[config.mk]
export PLATFORM = sky130hd
export DESIGN_NAME = bnn_layer_sequencer
export DESIGN_NICKNAME = d
export VERILOG_FILES = /design/src/rtl/bnn_layer_sequencer.sv
export SDC_FILE = /design/constraint.sdc
export NUM_CORES = 1
export LEC_CHECK = 0
export CORE_UTILIZATION = 40
export CTS_CLUSTER_DIAMETER = 200
export DETAILED_ROUTE_END_ITERATION = 8
export GPL_TIMING_DRIVEN = 0
export MAX_ROUTING_LAYER = met4
export PLACE_DENSITY_LB_ADDON = 0.2
export SKIP_CTS_REPAIR_TIMING = 1
export SLEW_MARGIN = 20
export SYNTH_ARGS = -nofsm -noshare
export SYNTH_HDL_FRONTEND = slang
export SYNTH_SLANG_ARGS = --single-unit
[constraint.sdc]
create_clock -name clk -period 6.1 [get_ports clk]
set_input_delay 0.61 -clock clk [delete_from_list [all_inputs] [get_ports clk]]
set_output_delay 0.61 -clock clk [all_outputs]
set_load 0.02 [all_outputs]
[src/rtl/bnn_layer_sequencer.sv]
// bnn_layer_sequencer: image/weight intake, conv1->conv2->fc op sequencing and fc-score argmax.
module bnn_layer_sequencer #(
  parameter int bW   = 8,
  parameter int N_C1 = 2304,
  parameter int N_C2 = 768,
  parameter int N_FC = 9600,
  parameter int SW   = 17,
  parameter int IW   = 14
) (
  input  logic                 clk,
  input  logic                 rst,
  input  logic                 image_in_valid,
  output logic                 image_in_ready,
  output logic                 img_load_en,
  input  logic                 kernel_in_valid,
  output logic                 kernel_in_ready,
  input  logic [1:0]           kernel_layer,
  input  logic [10:0]          kernel_addr,
  input  logic [bW-1:0]        kernel_offset,
  output logic [2:0]           wt_wr_en,
  output logic [10:0]          wt_wr_addr,
  output logic [bW-1:0]        wt_wr_data,
  output logic                 kernel_err,
  output logic                 dp_op_valid,
  input  logic                 dp_stall,
  output logic [1:0]           dp_layer,
  output logic [IW-1:0]        dp_idx,
  output logic                 dp_last,
  input  logic                 fc_score_valid,
  input  logic signed [SW-1:0] fc_score,
  output logic                 class_out_valid,
  input  logic                 class_out_ready,
  output logic [3:0]           class_out,
  output logic                 busy
);
  typedef enum logic [2:0] {IDLE, C1, C2, FC, ARGMAX, OUT} state_t;
  state_t state;
  logic [IW-1:0] idx;
  logic [3:0] cnt, arg, class_q;
  logic signed [SW-1:0] max_q;
  logic [2:0] wr_en_q;
  logic [10:0] addr_q;
  logic [bW-1:0] data_q;
  logic err_q, idle, wr_acc, img_acc, score_take;
  logic [IW-1:0] n_last;
  assign idle = !rst && state == IDLE;
  assign kernel_in_ready = idle;
  assign image_in_ready = idle && !kernel_in_valid;
  assign wr_acc = kernel_in_valid && kernel_in_ready;
  assign img_acc = image_in_valid && image_in_ready;
  assign img_load_en = img_acc;
  assign dp_op_valid = !rst && (state == C1 || state == C2 || state == FC);
  assign dp_layer = dp_op_valid ? 2'(state) : 2'd0;
  assign dp_idx = dp_op_valid ? idx : '0;
  assign n_last = state == C1 ? IW'(N_C1 - 1) : state == C2 ? IW'(N_C2 - 1) : IW'(N_FC - 1);
  assign dp_last = dp_op_valid && idx == n_last;
  // Score count saturates at 10 so stray extra scores cannot disturb the result.
  assign score_take = !rst && (state == FC || state == ARGMAX) && fc_score_valid && cnt < 4'd10;
  assign class_out_valid = !rst && state == OUT;
  assign class_out = rst ? 4'd0 : class_q;
  assign wt_wr_en = rst ? 3'd0 : wr_en_q;
  assign wt_wr_addr = rst ? 11'd0 : addr_q;
  assign wt_wr_data = rst ? '0 : data_q;
  assign kernel_err = !rst && err_q;
  assign busy = !rst && state != IDLE;
  always_ff @(posedge clk) begin
    if (rst) begin
      state <= IDLE;
      idx <= '0;
      cnt <= '0;
      arg <= '0;
      max_q <= '0;
      class_q <= '0;
      wr_en_q <= '0;
      addr_q <= '0;
      data_q <= '0;
      err_q <= 1'b0;
    end else begin
      wr_en_q <= '0;
      if (wr_acc) begin
        wr_en_q <= kernel_layer == 2'd0 ? 3'b000 : 3'b001 << (kernel_layer - 2'd1);
        addr_q <= kernel_addr;
        data_q <= kernel_offset;
        if (kernel_layer == 2'd0) err_q <= 1'b1;
      end
      if (score_take) begin
        if (cnt == 4'd0 || fc_score > max_q) begin
          max_q <= fc_score;
          arg <= cnt;
        end
        cnt <= cnt + 4'd1;
      end
      case (state)
        IDLE: if (img_acc) begin
          state <= C1;
          idx <= '0;
        end
        C1, C2, FC: if (!dp_stall) begin
          idx <= dp_last ? '0 : idx + IW'(1);
          if (dp_last) state <= state == C1 ? C2 : state == C2 ? FC : ARGMAX;
        end
        ARGMAX: if (cnt == 4'd10) begin
          state <= OUT;
          class_q <= arg;
        end
        OUT: if (class_out_ready) begin
          state <= IDLE;
          cnt <= '0;
          max_q <= '0;
        end
        default: state <= IDLE;
      endcase
    end
  end
endmodule
==> results of run 1 <==
worst max path at each step:
| stage | end | depth (start not counted) |
|---|---|---|
| final | dp_idx[10] | 5 |
| after global routing | dp_idx[8] | 5 |
| after CTS | dp_idx[11] | 5 |
| after detailed placement | dp_idx[11] | 5 |
| after global placement | busy | 5 |
| after floorplan | arg[0] | 8 |
flip-flops by register name (all words and copies together) (netlist names):
name	flops
data_q	8
cnt	4
idx	14
wr_en_q	3
max_q	17
arg	4
state	3
err_q	1
class_q	4
addr_q	11
synthesized netlist by cell type, types with 3 or more instances:
cell	count
o21ai_0	24
nand2_1	18
nor3_1	8
and3_1	3
and4b_1	3
xor2_1	6
nor2b_1	28
xnor2_1	10
ha_1	22
clkbuf_1	16
nor2_1	34
dfxtp_1	69
inv_1	27
nor4_1	3
buf_2	4
mux2i_1	6
nand3_1	28
nand4_1	3
a21o_1	4
a21oi_1	31
nor3b_1	4
mux2_2	19
and2_1	16
worst reg2reg max path, stage by stage, from the launching register on:
cell and delay, ns:
dfxtp_1 0.35, inv_1 0.12, ha_1 0.15, nor3b_1 0.31, nor4b_1 0.10, o211a_1 0.14
nor4_1 0.42, clkbuf_1 0.39, nor2_1 0.10, a31o_2 0.25
layout make-up:
type	count	area [um^2]
fillers	860	3882
multi-input cells	308	2101
flip-flops and latches	69	1381
repair buffers	94	940.9
well taps	108	135.1
clock buffers	9	123.9
plain buffers	25	117.6
inverters	27	101.3
clock inverters	7	65.06
routing by layer:
layer / global-route usage [%] / part of all wire, % / up-vias
met5: - / 0 / -
met4: 8.840 / 2.2 / 0
met3: 4.009 / 4.7 / 17
met2: 31.09 / 47 / 83
met1: 23.17 / 46 / 1537
li1: - / - / 1687
metrics by stage:
| step | cells | setup slack [ns] | instance area [um^2] | total power [mW] |
|---|---|---|---|---|
| 6_report | 647 | 2.732 | 4966 | 1.199 |
| 5_1_grt | 647 | 2.532 | 4966 | 1.265 |
| 4_1_cts | 647 | 2.729 | 4966 | 1.212 |
| 3_5_place_dp | 631 | 2.733 | 4777 | 0.8507 |
| 3_3_place_gp | 631 | 2.699 | 4777 | 0.8436 |
| 2_1_floorplan | 429 | 3.765 | 3701 | 0.7275 |
power by group through the flow:
stage | clock network (mW) | registers (mW) | logic [mW]
finish | 0.359 | 0.495 | 0.345
global route | 0.389 | 0.498 | 0.377
CTS | 0.370 | 0.495 | 0.347
detailed placement | 0 | 0.505 | 0.346
global placement | 0 | 0.505 | 0.339
floorplan | 0 | 0.502 | 0.226
cell families (layout without fill, tap and decap cells):
group,after synthesis,in the layout,synth area share (%)
XOR/XNOR,16,16,3.786
adder cells (fa/ha/maj),22,22,7.437
buffers and inverters,52,162,5.916
multiplexers,25,25,7.404
flip-flops,69,69,37.32
AND/OR/NAND/NOR,170,170,26.10
AO/OA/AOI/OAI,75,75,12.04
==> reports/metrics.yaml, run 1 <==
setup_path:
  regToRegStartpoint: "cnt[0]"
  r2r_slack_ns: 3.68
  cp_slowest_cell: "clkdlybuf4s50_1"
  crit_path_start: "rst"
  path_cells: "clkdlybuf4s50_1 > nor3_1 > clkbuf_1 > and2_1 > clkdlybuf4s50_1"
  critPathMaxStageDelay_ns: 0.60
  worstSetupStartpointType: "input pin"
  critPathRequiredTime_ns: 5.49
  path_buf_inv: 3
  endpoint_kind: "output pin"
  critPathTopFamily: "buffers and inverters"
  path_common_cell: "clkdlybuf4s50_1"
  worstSetupPathType: "in2out"
  r2r-end: "arg[0]"
  critPathArrivalTime_ns: 2.76
  crit_fanout: 10
  r2r_cells: 9
yosys:
  netlist-cell-type-count: 55
  yosys.area.top_type: "dfxtp_1"
  synth.area.top_cells: "dfxtp_1 37%, ha_1 7.4%, mux2_2 5.8%"
  seq_area_frac_synth_pct: 37.32
  yosys_register_bits: 69
  synth_top_cell_area_share_pct: 37.32
  synth_enable_flop_cells: 0
  syn_inst: 429
  synth_area_per_cell_um2: 8.627
  synth_ff_type: "dfxtp_1"
  syn_nets: 496
  yosys_warnings: 0
  syn_area_um2: 3701
  synth_async_sr_flop_share_pct: 0
clock_network:
  htree_levels: 3
  path_clk_slew_ns: 0.09
  clockBufferDepth: 2
  numCtsBuffers: 9
  clockRootBuffer: "clkbuf_8"
  cts_tree: "built"
  clock_sinks: 69
  clk_latency_ns: 0.35
global_routing:
  grt-ovfl-total: 0
  antenna_found_initial: 0
  grt_pass1_wl_mm: 14.61
  grt_max_degree: 16
  grt_usage_pct: 19.31
  grt_pass1_vias: 3226
place:
  io_buffers: 94
  gp_congestion: 0.8260
  dp_hpwl_mm: 6.550
power_and_ir_drop:
  vdd_drop_max_mv: 0.1209
  internal-power_mw: 0.8086
  switching_power_mw: 0.3901
  p_leak_nw: 1.829
  pwr-share-seq_pct: 41.3
  p_sw_share_pct: 32.55
  pwr_density_cell_nw_per_um2: 241.4
  p_clk_share_pct: 29.9
  comb_power_share_pct: 28.8
die:
  rows: 34
  ioPinCount: 95
  core_um2: 8848
  fp.dieW_um: 98.19
  die_area_um2: 9641
  die_height_um: 98.19
  start_util_pct: 41.83
routing:
  num_vias: 3324
  firstDrtPassIters: 7
  finalWirelength_mm: 8.743
  drt_iter0_drc: 104
  drc: 5
  ant_nets: 0
  post_drt_wl_per_cell_um: 13.51
  viasPerCell: 5.138
sta:
  setup_tns_ns: 0
  max_freq_mhz: 296.9
  finalSetupViolations: 0
  skew_ns: 0.01014
  post-route-period-util_pct: 55.21
  fin_crit_ns: 3.368
  slew_viol_final: 0
  hold_violations: 0
  worstMarginPinSlew_ns: 0.7690
  fin_worst_hold_slack_ns: 0.4698
  rsz0062_at_grt: "false"
  relSlewSlack_pct: 48.34
run_status:
  violations: "DRC"
  outcome: "finished, violations left"
worst_hold_path:
  holdCritPathClass: "reg2reg"
  min_path_cells: 2
  hold_end: "max_q[2]"
  hp-start: "max_q[2]"
flow_run:
  drv_cap: 0
cells_and_area:
  most-common-layout-cells: "94 x clkdlybuf4s50_1, 69 x dfxtp_1, 34 x nor2_1"
  syn_to_final_growth_pct: 34.18
  antennaDiodeCount: 0
  layout.nets: 601
  final_util_pct: 56.12
  mostFrequentLayoutCell: "clkdlybuf4s50_1"
  drive_above_1_share_pct: 9.647
Note: power is estimated with default switching activity, not from simulation.
==> run 2, diff against run 1 <==
Clock period 6.1 ns to 3.1 ns, I/O delays scaled along.
==> reports/metrics.yaml, run 2 (synthesized netlist as in run 1, its figures left out) <==
sta:
  relSlewSlack_pct: 48.31
  fin_worst_hold_slack_ns: 0.4696
  post-route-period-util_pct: 91.60
  setup_tns_ns: 0
  rsz0062_at_grt: "false"
  hold_violations: 0
  skew_ns: 0.008901
  fin_crit_ns: 2.840
  slew_viol_final: 0
  finalSetupViolations: 0
  worstMarginPinSlew_ns: 0.7694
  max_freq_mhz: 352.2
cells_and_area:
  multi_input_area_um2: 2106
  nFillCells: 859
  top_register: "max_q"
  fin_cells: 647
  layout.nets: 601
  antennaDiodeCount: 0
  most-common-layout-cells: "94 x clkdlybuf4s50_1, 69 x dfxtp_1, 34 x nor2_1"
  mostFrequentLayoutCell: "clkdlybuf4s50_1"
  drive_above_1_share_pct: 9.833
  regArea_um2: 1381
  syn_to_final_growth_pct: 34.31
  largest_reg_flops: 17
  top_regs: "max_q (17), idx (14), addr_q (11)"
flow_run:
  drv_cap: 0
die:
  rows: 34
  start_util_pct: 41.83
  ioPinCount: 95
  fp.dieW_um: 98.19
  core_um2: 8848
  die_height_um: 98.19
  die_area_um2: 9641
worst_hold_path:
  holdCritPathClass: "reg2reg"
  min_path_cells: 2
  hp-start: "max_q[2]"
  hold_end: "max_q[2]"
setup_path:
  path_buf_inv: 4
  worstSetupPathType: "reg2out"
  path_cells: "buf_2 > clkbuf_1 > nor3_2 > buf_1 > and2_1 > clkdlybuf4s50_1"
  worstSetupStartpointType: "flop"
  r2r_slack_ns: 0.68
  cp_slowest_cell: "clkdlybuf4s50_1"
  crit_fanout: 10
  critPathRequiredTime_ns: 2.79
  endpoint_kind: "output pin"
  critPathMaxStageDelay_ns: 0.60
  r2r_cells: 9
  critPathTopFamily: "buffers and inverters"
  regToRegStartpoint: "cnt[0]"
  r2r-end: "arg[0]"
  critPathArrivalTime_ns: 2.53
routing:
  wl_met3_um: 367
  drc: 5
  viasPerCell: 5.124
  ant_nets: 0
  firstDrtPassIters: 6
  post_drt_wl_per_cell_um: 13.52
  drt_iter0_drc: 94
  wl_met1_mm: 4.064
  wl_met2_mm: 4.127
  num_vias: 3315
  highest_layer: "met4"
  finalWirelength_mm: 8.745
global_routing:
  grt_pass1_wl_mm: 14.61
  grt_max_degree: 16
  antenna_found_initial: 0
  grt_usage_pct: 19.31
  grt-ovfl-total: 0
  grt_pass1_vias: 3226
clock_network:
  numCtsBuffers: 9
  path_clk_slew_ns: 0.09
  clock_sinks: 69
  cts_tree: "built"
  clockRootBuffer: "clkbuf_8"
  clk_latency_ns: 0.35
  clockBufferDepth: 2
  htree_levels: 3
place:
  dp.cells: 631
  gp_congestion: 0.8260
  dp_hpwl_mm: 6.550
  io_buffers: 94
power_and_ir_drop:
  vdd_drop_max_mv: 0.2382
  p_leak_nw: 1.831
  pwr_density_cell_nw_per_um2: 474.8
  power.total_mw: 2.360
run_status:
  violations: "DRC"
  outcome: "finished, violations left"
-- run 2: changes by cell type in the layout (fill, tap and decap cells not counted) --
cell,before,now
nor3_1,8,7
buf_1,2,3
nor3_2,0,1
clkbuf_1,16,15
-- run 2: report_power, final --
| part | internal (mW) | total, mW | switching (mW) |
|---|---|---|---|
| clock network | 0.310 | 0.707 | 0.397 |
| logic | 0.332 | 0.681 | 0.349 |
| registers | 0.950 | 0.973 | 0.0230 |
| total | 1.59 | 2.36 | 0.769 |
-- run 2: worst min-delay path: stages (launching register included) --
cell and delay, ns:
dfxtp_1 0.32, nand3_1 0.06, a21oi_1 0.05
-- run 2: per-stage QoR --
| stage | setup slack, ns | utilization [%] | instance area [um^2] |
|---|---|---|---|
| finish | 0.2605 | 56.18 | 4971 |
| global route | 0.008650 | 56.18 | 4971 |
| CTS | 0.09579 | 56.12 | 4966 |
| detailed placement | 0.3331 | 53.99 | 4777 |
| global placement | 0.2993 | 53.99 | 4777 |
| floorplan | 1.014 | - | 3701 |
-- run 2: worst max path at each step --
stage | startpoint | to | depth (start not counted)
after global routing | state[2] | dp_idx[8] | 6
after detailed placement | rst | dp_idx[11] | 5
after CTS | state[2] | dp_idx[11] | 6
after floorplan | state[0] | addr_q[0] | 7
after global placement | rst | busy | 5
final | state[2] | dp_idx[10] | 6
-- run 2: layout make-up --
class / instances / share of cell area, %
inverter: 27 / 2.039
multi-input combinational: 308 / 42.36
sequential: 69 / 27.79
clock buffer: 9 / 2.492
tap: 108 / 2.718
buffer: 25 / 2.366
clock inverter: 7 / 1.309
timing repair buffer: 94 / 18.93
-- run 2: layer usage --
layer  track usage [%]  vias to the layer above
li1                  -                     1686
met1             23.17                     1544
met2             31.09                       69
met3             4.009                       16
met4             8.840                        0
met5                 -                        -
==> run 3, diff against run 2 <==
Settings changed: SLEW_MARGIN 20 to unset.
==> results of run 3 <==
The final DEF is identical to that of run 2; final timing and power are the same.
